--- src/rtl/red_pitaya_led_pkg.sv ---
// Shared definitions for the LED heartbeat block: FSM state encoding,
// pattern codes and small decode helpers used by the pattern engine.
package red_pitaya_led_pkg;

    // Pattern engine states
    typedef enum logic [2:0] {
        ST_IDLE = 3'd0,
        ST_ON1  = 3'd1,
        ST_OFF1 = 3'd2,
        ST_ON2  = 3'd3,
        ST_REST = 3'd4
    } led_state_t;

    // LED pattern selection codes as presented on pattern_i
    localparam logic [1:0] PAT_OFF   = 2'd0;
    localparam logic [1:0] PAT_ON    = 2'd1;
    localparam logic [1:0] PAT_BLINK = 2'd2;
    localparam logic [1:0] PAT_HEART = 2'd3;

    // Width of the REST tick counter (REST_TICKS is limited to 1..255)
    localparam int unsigned REST_CNT_W = 8;

    // State a pattern starts in when it is (re)selected or leaves IDLE
    function automatic led_state_t first_state(input logic [1:0] pat);
        return (pat == PAT_OFF) ? ST_IDLE : ST_ON1;
    endfunction

    // LED level requested by a state, before any brightness modulation
    function automatic logic state_led(input led_state_t st);
        return (st == ST_ON1) || (st == ST_ON2);
    endfunction

endpackage

--- src/rtl/red_pitaya_toggle_sync.sv ---
// Synchroniser and edge detector for the divided-clock toggle.
// toggle_i is asynchronous; it passes through SYNC_STAGES flops, an edge
// register compares the synchronised level with its previous value, and the
// result is registered once more onto tick_o. Every level change of toggle_i
// that is sampled therefore yields exactly one tick_o cycle, SYNC_STAGES+1
// cycles after the posedge that first samples the new level.
module red_pitaya_toggle_sync
    import red_pitaya_led_pkg::*;
#(
    parameter int unsigned SYNC_STAGES = 2
) (
    input  logic clk_i,
    input  logic rstn_i,
    input  logic toggle_i,
    output logic tick_o
);

    logic [SYNC_STAGES-1:0] r_sync;
    logic                   r_prev;
    logic                   r_edge;
    logic                   r_tick;
    logic                   w_sync_last;

    assign w_sync_last = r_sync[SYNC_STAGES-1];

    // Synchronise toggle_i, detect either edge, register the tick pulse
    always_ff @(posedge clk_i) begin
        if (!rstn_i) begin
            r_sync <= '0;
            r_prev <= 1'b0;
            r_edge <= 1'b0;
            r_tick <= 1'b0;
        end else begin
            r_sync <= {r_sync[SYNC_STAGES-2:0], toggle_i};
            r_prev <= w_sync_last;
            r_edge <= w_sync_last ^ r_prev;
            r_tick <= r_edge;
        end
    end

    assign tick_o = r_tick;

endmodule

--- src/rtl/red_pitaya_led_heartbeat.sv ---
// Status LED pattern engine driven by the clock-divider toggle.
// Each toggle edge becomes a one-cycle tick; ticks advance an FSM producing
// off / steady / blink / heartbeat double-blink on led_o, and completed
// heartbeat periods are counted on beat_cnt_o.
// Optional feature: define RED_PITAYA_LED_PWM_EN to modulate led_o with a
// free-running PWM counter compared against duty_i. Without the macro,
// duty_i is ignored and led_o follows the FSM directly (registered).
module red_pitaya_led_heartbeat
    import red_pitaya_led_pkg::*;
#(
    parameter int unsigned SYNC_STAGES = 2,
    parameter int unsigned REST_TICKS  = 5,
    parameter int unsigned CNT_W       = 16,
    parameter int unsigned PWM_W       = 8
) (
    input  logic             clk_i,
    input  logic             rstn_i,
    input  logic             toggle_i,
    input  logic             enable_i,
    input  logic [1:0]       pattern_i,
    input  logic [PWM_W-1:0] duty_i,
    output logic             tick_o,
    output logic             led_o,
    output logic [CNT_W-1:0] beat_cnt_o
);

    // Last REST tick index: the tick seen at this count leaves REST
    localparam logic [REST_CNT_W-1:0] REST_LAST = REST_CNT_W'(REST_TICKS - 1);

    logic                  w_tick;
    logic                  w_led_raw;
    led_state_t            r_state;
    logic [1:0]            r_pat;
    logic [REST_CNT_W-1:0] r_rest;
    logic [CNT_W-1:0]      r_beat;
    logic                  r_led;

    red_pitaya_toggle_sync #(
        .SYNC_STAGES (SYNC_STAGES)
    ) u_toggle_sync (
        .clk_i    (clk_i),
        .rstn_i   (rstn_i),
        .toggle_i (toggle_i),
        .tick_o   (w_tick)
    );

    // Pattern FSM: moves only on ticks while enabled; a pattern change (or
    // leaving IDLE) restarts the newly selected pattern from its first state
    always_ff @(posedge clk_i) begin
        if (!rstn_i) begin
            r_state <= ST_IDLE;
            r_pat   <= PAT_OFF;
            r_rest  <= '0;
            r_beat  <= '0;
        end else if (!enable_i) begin
            r_state <= ST_IDLE;
            r_rest  <= '0;
        end else if (w_tick) begin
            if ((r_state == ST_IDLE) || (pattern_i != r_pat)) begin
                r_state <= first_state(pattern_i);
                r_pat   <= pattern_i;
                r_rest  <= '0;
            end else begin
                case (r_state)
                    ST_ON1: begin
                        // steady-on holds ON1; blink and heartbeat move on
                        if ((r_pat == PAT_BLINK) || (r_pat == PAT_HEART)) begin
                            r_state <= ST_OFF1;
                        end
                    end
                    ST_OFF1: begin
                        r_state <= (r_pat == PAT_HEART) ? ST_ON2 : ST_ON1;
                    end
                    ST_ON2: begin
                        r_state <= ST_REST;
                        r_rest  <= '0;
                    end
                    ST_REST: begin
                        if (r_rest == REST_LAST) begin
                            r_state <= ST_ON1;
                            r_rest  <= '0;
                            r_beat  <= r_beat + 1'b1;
                        end else begin
                            r_rest  <= r_rest + 1'b1;
                        end
                    end
                    default: begin
                        r_state <= ST_IDLE;
                        r_rest  <= '0;
                    end
                endcase
            end
        end
    end

    assign w_led_raw = state_led(r_state);

`ifdef RED_PITAYA_LED_PWM_EN
    logic [PWM_W-1:0] r_pwm;

    // Free-running PWM counter
    always_ff @(posedge clk_i) begin
        if (!rstn_i) begin
            r_pwm <= '0;
        end else begin
            r_pwm <= r_pwm + 1'b1;
        end
    end

    // LED output: FSM level gated by the PWM duty comparison
    always_ff @(posedge clk_i) begin
        if (!rstn_i) begin
            r_led <= 1'b0;
        end else begin
            r_led <= w_led_raw & (r_pwm < duty_i);
        end
    end
`else
    logic w_unused_duty;
    assign w_unused_duty = ^duty_i;

    // LED output: registered FSM level
    always_ff @(posedge clk_i) begin
        if (!rstn_i) begin
            r_led <= 1'b0;
        end else begin
            r_led <= w_led_raw;
        end
    end
`endif

    assign tick_o     = w_tick;
    assign led_o      = r_led;
    assign beat_cnt_o = r_beat;

endmodule

--- config.mk ---
export PLATFORM = sky130hd
export DESIGN_NAME = red_pitaya_led_heartbeat
export DESIGN_NICKNAME = d
export VERILOG_FILES = /design/src/rtl/red_pitaya_led_pkg.sv /design/src/rtl/red_pitaya_toggle_sync.sv /design/src/rtl/red_pitaya_led_heartbeat.sv
export SDC_FILE = /design/constraint.sdc
export NUM_CORES = 1
export LEC_CHECK = 0
export ABC_CLOCK_PERIOD_IN_PS = 2300
export BUFFER_PORTS_ARGS = -buffer_cell sky130_fd_sc_hd__buf_2
export CAP_MARGIN = 20
export CORE_UTILIZATION = 40
export CTS_BUF_LIST = sky130_fd_sc_hd__clkbuf_8
export CTS_CLUSTER_SIZE = 12
export DETAILED_ROUTE_END_ITERATION = 10
export PLACE_DENSITY = 0.56
export REMOVE_ABC_BUFFERS = 1
export SLEW_MARGIN = 0
export SYNTH_ARGS = -nofsm -noshare
export SYNTH_HDL_FRONTEND = slang
export SYNTH_SLANG_ARGS = --single-unit
--- constraint.sdc ---
create_clock -name clk_i -period 2.3 [get_ports clk_i]
set_input_delay 0.115 -clock clk_i [delete_from_list [all_inputs] [get_ports clk_i]]
set_output_delay 0.115 -clock clk_i [all_outputs]
set_load 0.005 [all_outputs]
# After elaboration in Yosys (flattened, before gate mapping)
# Index checks and enable logic that the tools add are counted.
dict set report classes {
  eq_ne 11
  n_reduce_logical 11
  bitwise_logic 2
  muxes 9
  addsub 2
}
# operator n
set ops {}
lappend ops {{adder 16 x 1 -> 16 bit, second input constant} 1}
lappend ops {{two-way mux 8 bit} 2}
lappend ops {{one-hot mux 8 bit (2 select lines)} 1}
lappend ops {{one-hot mux 3 bit (4 select lines)} 1}
lappend ops {{two-way mux 3 bit} 3}
lappend ops {{adder 8 x 1 -> 8 bit, second input constant} 1}
lappend ops {{equality test 8 x 3 -> 1 bit, second input constant} 1}
lappend ops {{equality test 3 x 2 -> 1 bit, second input constant} 2}
lappend ops {{!= test 3 bit, second input constant} 2}
lappend ops {{AND reduction 3 bit} 2}
lappend ops {{AND reduction 5 bit} 1}
lappend ops {{equality test 2 bit, second input constant} 2}
lappend ops {{AND reduction 2 bit} 2}
lappend ops {{equality test 3 x 1 -> 1 bit, second input constant} 1}
lappend ops {{equality test 3 bit, second input constant} 1}
lappend ops {{zero test 3 bit} 1}
lappend ops {{logical OR 1 bit} 3}
lappend ops {{zero test 2 bit} 1}
lappend ops {{two-way mux 2 bit} 1}
lappend ops {{!= test 2 x 1 -> 1 bit, second input constant} 1}
lappend ops {{!= test 2 bit} 1}
lappend ops {{OR reduction 2 bit} 1}
lappend ops {{two-way mux 1 bit} 1}
lappend ops {{NOT 1 bit} 1}
lappend ops {{XOR 1 bit} 1}
dict set report totals {
  out_inout_bits 18
  word_cells 44
  register_bits 35
  inputBits 14
}

# Longest topological paths before layout
dict set report logic_depth {
  depth_word 5
  mapped_depth 7
  mapped_depth_nobuf 6
}

# Hierarchy
# Synthesis repeated with hierarchy kept, for this count alone.
dict set report hier_totals {
  hier_cells 223
  hier_area_um2 1970.6
}
# module seq_area_each_um2 area_per_inst_um2 cells_each instances
set by_module_without_submodules {}
lappend by_module_without_submodules {red_pitaya_led_heartbeat 600.6 1829.3 212 1}
lappend by_module_without_submodules {red_pitaya_toggle_sync 100.1 141.4 11 1}

# Least setup slack after synthesis
# OpenSTA, ideal clock, no wires.
dict set report synth_path {
  path_type {register to register}
  startpoint {reg r_rest[0]}
  endpoint {reg r_beat[12], in the netlist beat_cnt_o[12]}
  slack_ns 0.415
  synth_period_minus_slack_ns 1.885
  arrival_time_ns 1.750
  path_buffers 1
  setup_time_ns 0.135
  path_stages_with_launch 8
  required_ns 2.165
  cell_sequence {dfxtp_1 inv_1 ha_1 nor4bb_1 nand4_1 clkbuf_1 o311ai_0 o41ai_1}
}
dict set report synth_between {
  elab_chain_len 2
}
# element line
set synth_rtl {}
lappend synth_rtl {{start: declaration} red_pitaya_led_heartbeat.sv:34} ;# logic [REST_CNT_W-1:0] r_rest;
lappend synth_rtl {{start signal: assignment} red_pitaya_led_heartbeat.sv:84} ;# r_rest <= r_rest + 1'b1;
lappend synth_rtl {{equality test 8 x 3 -> 1 bit} red_pitaya_led_heartbeat.sv:79} ;# if (r_rest == REST_LAST) begin
lappend synth_rtl {{AND reduction 5 bit (no source line)} -}
lappend synth_rtl {{end signal: assignment} red_pitaya_led_heartbeat.sv:82} ;# r_beat <= r_beat + 1'b1;
lappend synth_rtl {{end: declaration} red_pitaya_led_heartbeat.sv:35} ;# logic [CNT_W-1:0] r_beat;
# No other way between the ends.
# A chain may end at the register's enable or synchronous reset.

# Worst setup path in the final report
dict set report layout_path {
  startpoint {reg r_rest[0]}
  endpoint {reg r_beat[4], in the netlist beat_cnt_o[4]}
}
# Same word-level chain as after synthesis.

==> impl_metrics.csv <==
group,metric,value,unit
run_status,status,"finished, violations left",
run_status,violations,"design-rule violations",
route,drt_pass1_iterations,10,
sta,slew_viol_final,0,
clock_tree,cts_buffer_depth,2,
floorplan,core-area,4470,µm²
logic_synthesis,yosysMostFrequentCell,"dfxtp_1",
logic_synthesis,yosys.area.top_type_share,0.367,
route,vias_per_cell,5.69,
pwr,p_total,1.09,mW
sta,min_period,2.07,ns
critical_path,worstSetupEndpointType,"flop",
layout,finalNonFillerCells,298,
layout,nets,262,
clock_tree,insertion_delay,0.28,ns
layout,drive_gt1_frac,0.167,
clock_tree,clock-sinks,35,
sta,relSlewSlack,0.620,
floorplan,initial_core_util,0.426,
route,vias,1697,
placement,dpl.hpwl,2860,µm
sta,clock.fmax,482,MHz
hold_path,hold_class,"in2reg",
route,wl,4140,µm
critical_path,max_stage_delay,0.46,ns
critical_path,setup.worst_path.class,"reg2reg",
layout,diodes,0,
floorplan,ios,32,
logic_synthesis,synth-seq-cells,35,
clock_tree,hold_buffers,0,
critical_path,worst_ep_required_time,2.51,ns
sta,whs,0.0382,ns
floorplan,die_w,71.0,µm
route,drtIter0Drc,81,
global_route,grt_start_max_net_pins,37,
critical_path,slowest_stage,"or4_1",
logic_synthesis,synth-edff-count,0,
global_route,grt_usage,0.183,
clock_tree,cts_tree,"yes",
clock_tree,numCtsBuffers,5,
critical_path,worstPathArrival,2.28,ns
sta,tightest_slew,0.566,ns
clock_tree,htreeDepth,2,
critical_path,crit_fanout,17,
pwr,leakage,0.848,nW
sta,hold_viol_final,0,
placement,dpl.cell_count,290,
critical_path,cp-startpoint,"r_rest[0]$_SDFFE_PN0P_",
global_route,gr-total-overflow,0,
sta,fin_tns_setup,0,ns
clock_tree,cts_post_setup_buffers_inserted,0,
sta,grt_setup_unrepaired,"false",
logic_synthesis,ys.flop_type,"dfxtp_1",
placement,place_congestion,0.756,
hold_path,worstHoldStart,"toggle_i",
critical_path,crit_path_cell_trace,"inv_1 -> ha_1 -> nor4bb_1 -> nand4_1 -> buf_4 -> or4_1 -> a21boi_0",
route,drtAntennaViolNets,0,
critical_path,rr_endpoint,"beat_cnt_o[4]$_SDFFE_PN0P_",
global_route,antenna_found_initial,0,
logic_synthesis,seq_area_frac_synth,0.367,
clock_tree,path_clk_slew,0.07,ns
global_route,grt_pass1_vias,1505,
pwr,ir_drop,0.327,mV
logic_synthesis,yosysTopAreaCell,"dfxtp_1",
floorplan,rows,24,
pwr,power_density,502,nW/µm²
global_route,grt_first_pass_wirelength,7380,µm
critical_path,r2r_start,"r_rest[0]$_SDFFE_PN0P_",
logic_synthesis,postSynthCellCount,221,
route,drc_errors,2,
critical_path,timing.critical_path.to,"beat_cnt_o[4]$_SDFFE_PN0P_",
logic_synthesis,yosys_warnings,0,
logic_synthesis,syn_area,1910,µm²
logic_synthesis,yosys-top-cells-count,"35 x dfxtp_1, 24 x nand2_1, 19 x nand3_1, 13 x nand2b_1",
floorplan,dieArea,5050,µm²
layout,fin_util,0.484,
sta,finalCritPeriodShare,0.902,
critical_path,reg2reg_setup_slack,0.23,ns
logic_synthesis,synthTopCellsByArea,"dfxtp_1 37%, mux2i_1 5.8%, nand3_1 5.0%, nand2_1 4.7%, nand2b_1 4.3%",
layout,area_growth,13.5,%
critical_path,critical_path.startpoint_type,"flop",
critical_path,reg2reg_depth,7,
clock_tree,cts-resized-gates,0,
route,routedWlPerCell,13.9,µm
logic_synthesis,yosysUniqueCellTypes,44,
floorplan,die_height,71.0,µm
placement,io_buffers,23,
logic_synthesis,syn_area_per_cell,8.63,µm²
clock_tree,root_buffer,"clkbuf_8",
sta,skew,0.00335,ns
logic_synthesis,synthArstFlopShare,0,
flow_run,drv_cap,0,
sta,setup_violations,0,
-- worst max-delay path, delay by kind of cell (launching register included) --
family,cells,cell delay (ns)
AOI/OAI and AO/OA,1,0.17
and+or+nand+nor,3,1.00
DFF,1,0.37
adders and majority gates,1,0.16
buffers and inverters,2,0.29
-- power breakdown --
part           internal [mW]  switching (mW)
clock network          0.204           0.215
registers              0.610         0.00201
logic                 0.0192          0.0357
-- cells by family (layout without fill, tap and decap cells) --
kind of cell / count (synthesis) / count (layout) / synth area share
compound gates: 35 / 35 / 0.138
fa+ha+maj: 3 / 3 / 0.0197
flops: 35 / 35 / 0.367
simple gates: 115 / 115 / 0.348
buf+inv: 16 / 41 / 0.0335
xor+xnor: 6 / 6 / 0.0354
mux: 11 / 11 / 0.0577
-- registers in the layout, indices dropped and copies added (netlist names) --
name,flops
u_toggle_sync.r_edge,1
u_toggle_sync.r_sync,2
u_toggle_sync.r_prev,1
r_state,3
r_rest,8
led_o,1
r_pat,2
u_toggle_sync.tick_o,1
beat_cnt_o,16
-- cell usage in the layout (no fill, tap or decap), types with 4 or more instances in the layout --
| cell | n |
|---|---|
| dfxtp_1 | 35 |
| nand4_1 | 11 |
| o21ai_0 | 5 |
| and2_1 | 7 |
| o311ai_0 | 5 |
| inv_1 | 6 |
| a31oi_1 | 4 |
| nand3_1 | 19 |
| or3_1 | 6 |
| buf_2 | 23 |
| and3_1 | 4 |
| nor2_1 | 8 |
| nand2_1 | 24 |
| buf_4 | 6 |
| mux2i_1 | 11 |
| nand2b_1 | 13 |
| clkbuf_8 | 5 |
| a21boi_0 | 5 |
| o41ai_1 | 5 |
-- metal layers --
metal,global-route usage,vias up,share of wire
met4,0.0600,0,0.011
met2,0.256,32,0.41
met3,0.0385,4,0.034
met1,0.276,793,0.54
met5,0,-,0
li1,-,868,-
-- how the worst min path moves through the flow --
stage,to,slack [ns],depth (start not counted)
6_report,u_toggle_sync.r_sync[0]$_SDFF_PN0_,0.04,2
5_1_grt,u_toggle_sync.r_sync[0]$_SDFF_PN0_,0.04,2
4_1_cts,u_toggle_sync.r_sync[0]$_SDFF_PN0_,0.03,2
3_5_place_dp,u_toggle_sync.r_sync[0]$_SDFF_PN0_,0.33,2
3_3_place_gp,u_toggle_sync.r_sync[0]$_SDFF_PN0_,0.32,2
2_1_floorplan,led_o$_SDFF_PN0_,0.24,1
-- metrics by stage --
stage	area [µm²]	worst slack, ns
6_report	2160	0.226
3_5_place_dp	2080	0.253
3_3_place_gp	2080	0.260
2_1_floorplan	1860	0.224
5_1_grt	2160	0.0578
4_1_cts	2160	0.206
-- area by class of cell --
| type | instances | area (µm²) |
|---|---|---|
| timing repair buffer | 29 | 160 |
| clock inverter | 3 | 12.5 |
| tap | 52 | 65.1 |
| inverter | 4 | 15.0 |
| clock buffer | 5 | 68.8 |
| multi-input combinational | 170 | 1140 |
| sequential | 35 | 701 |
| fill | 437 | 2310 |
(Power assumes the default switching activity.)
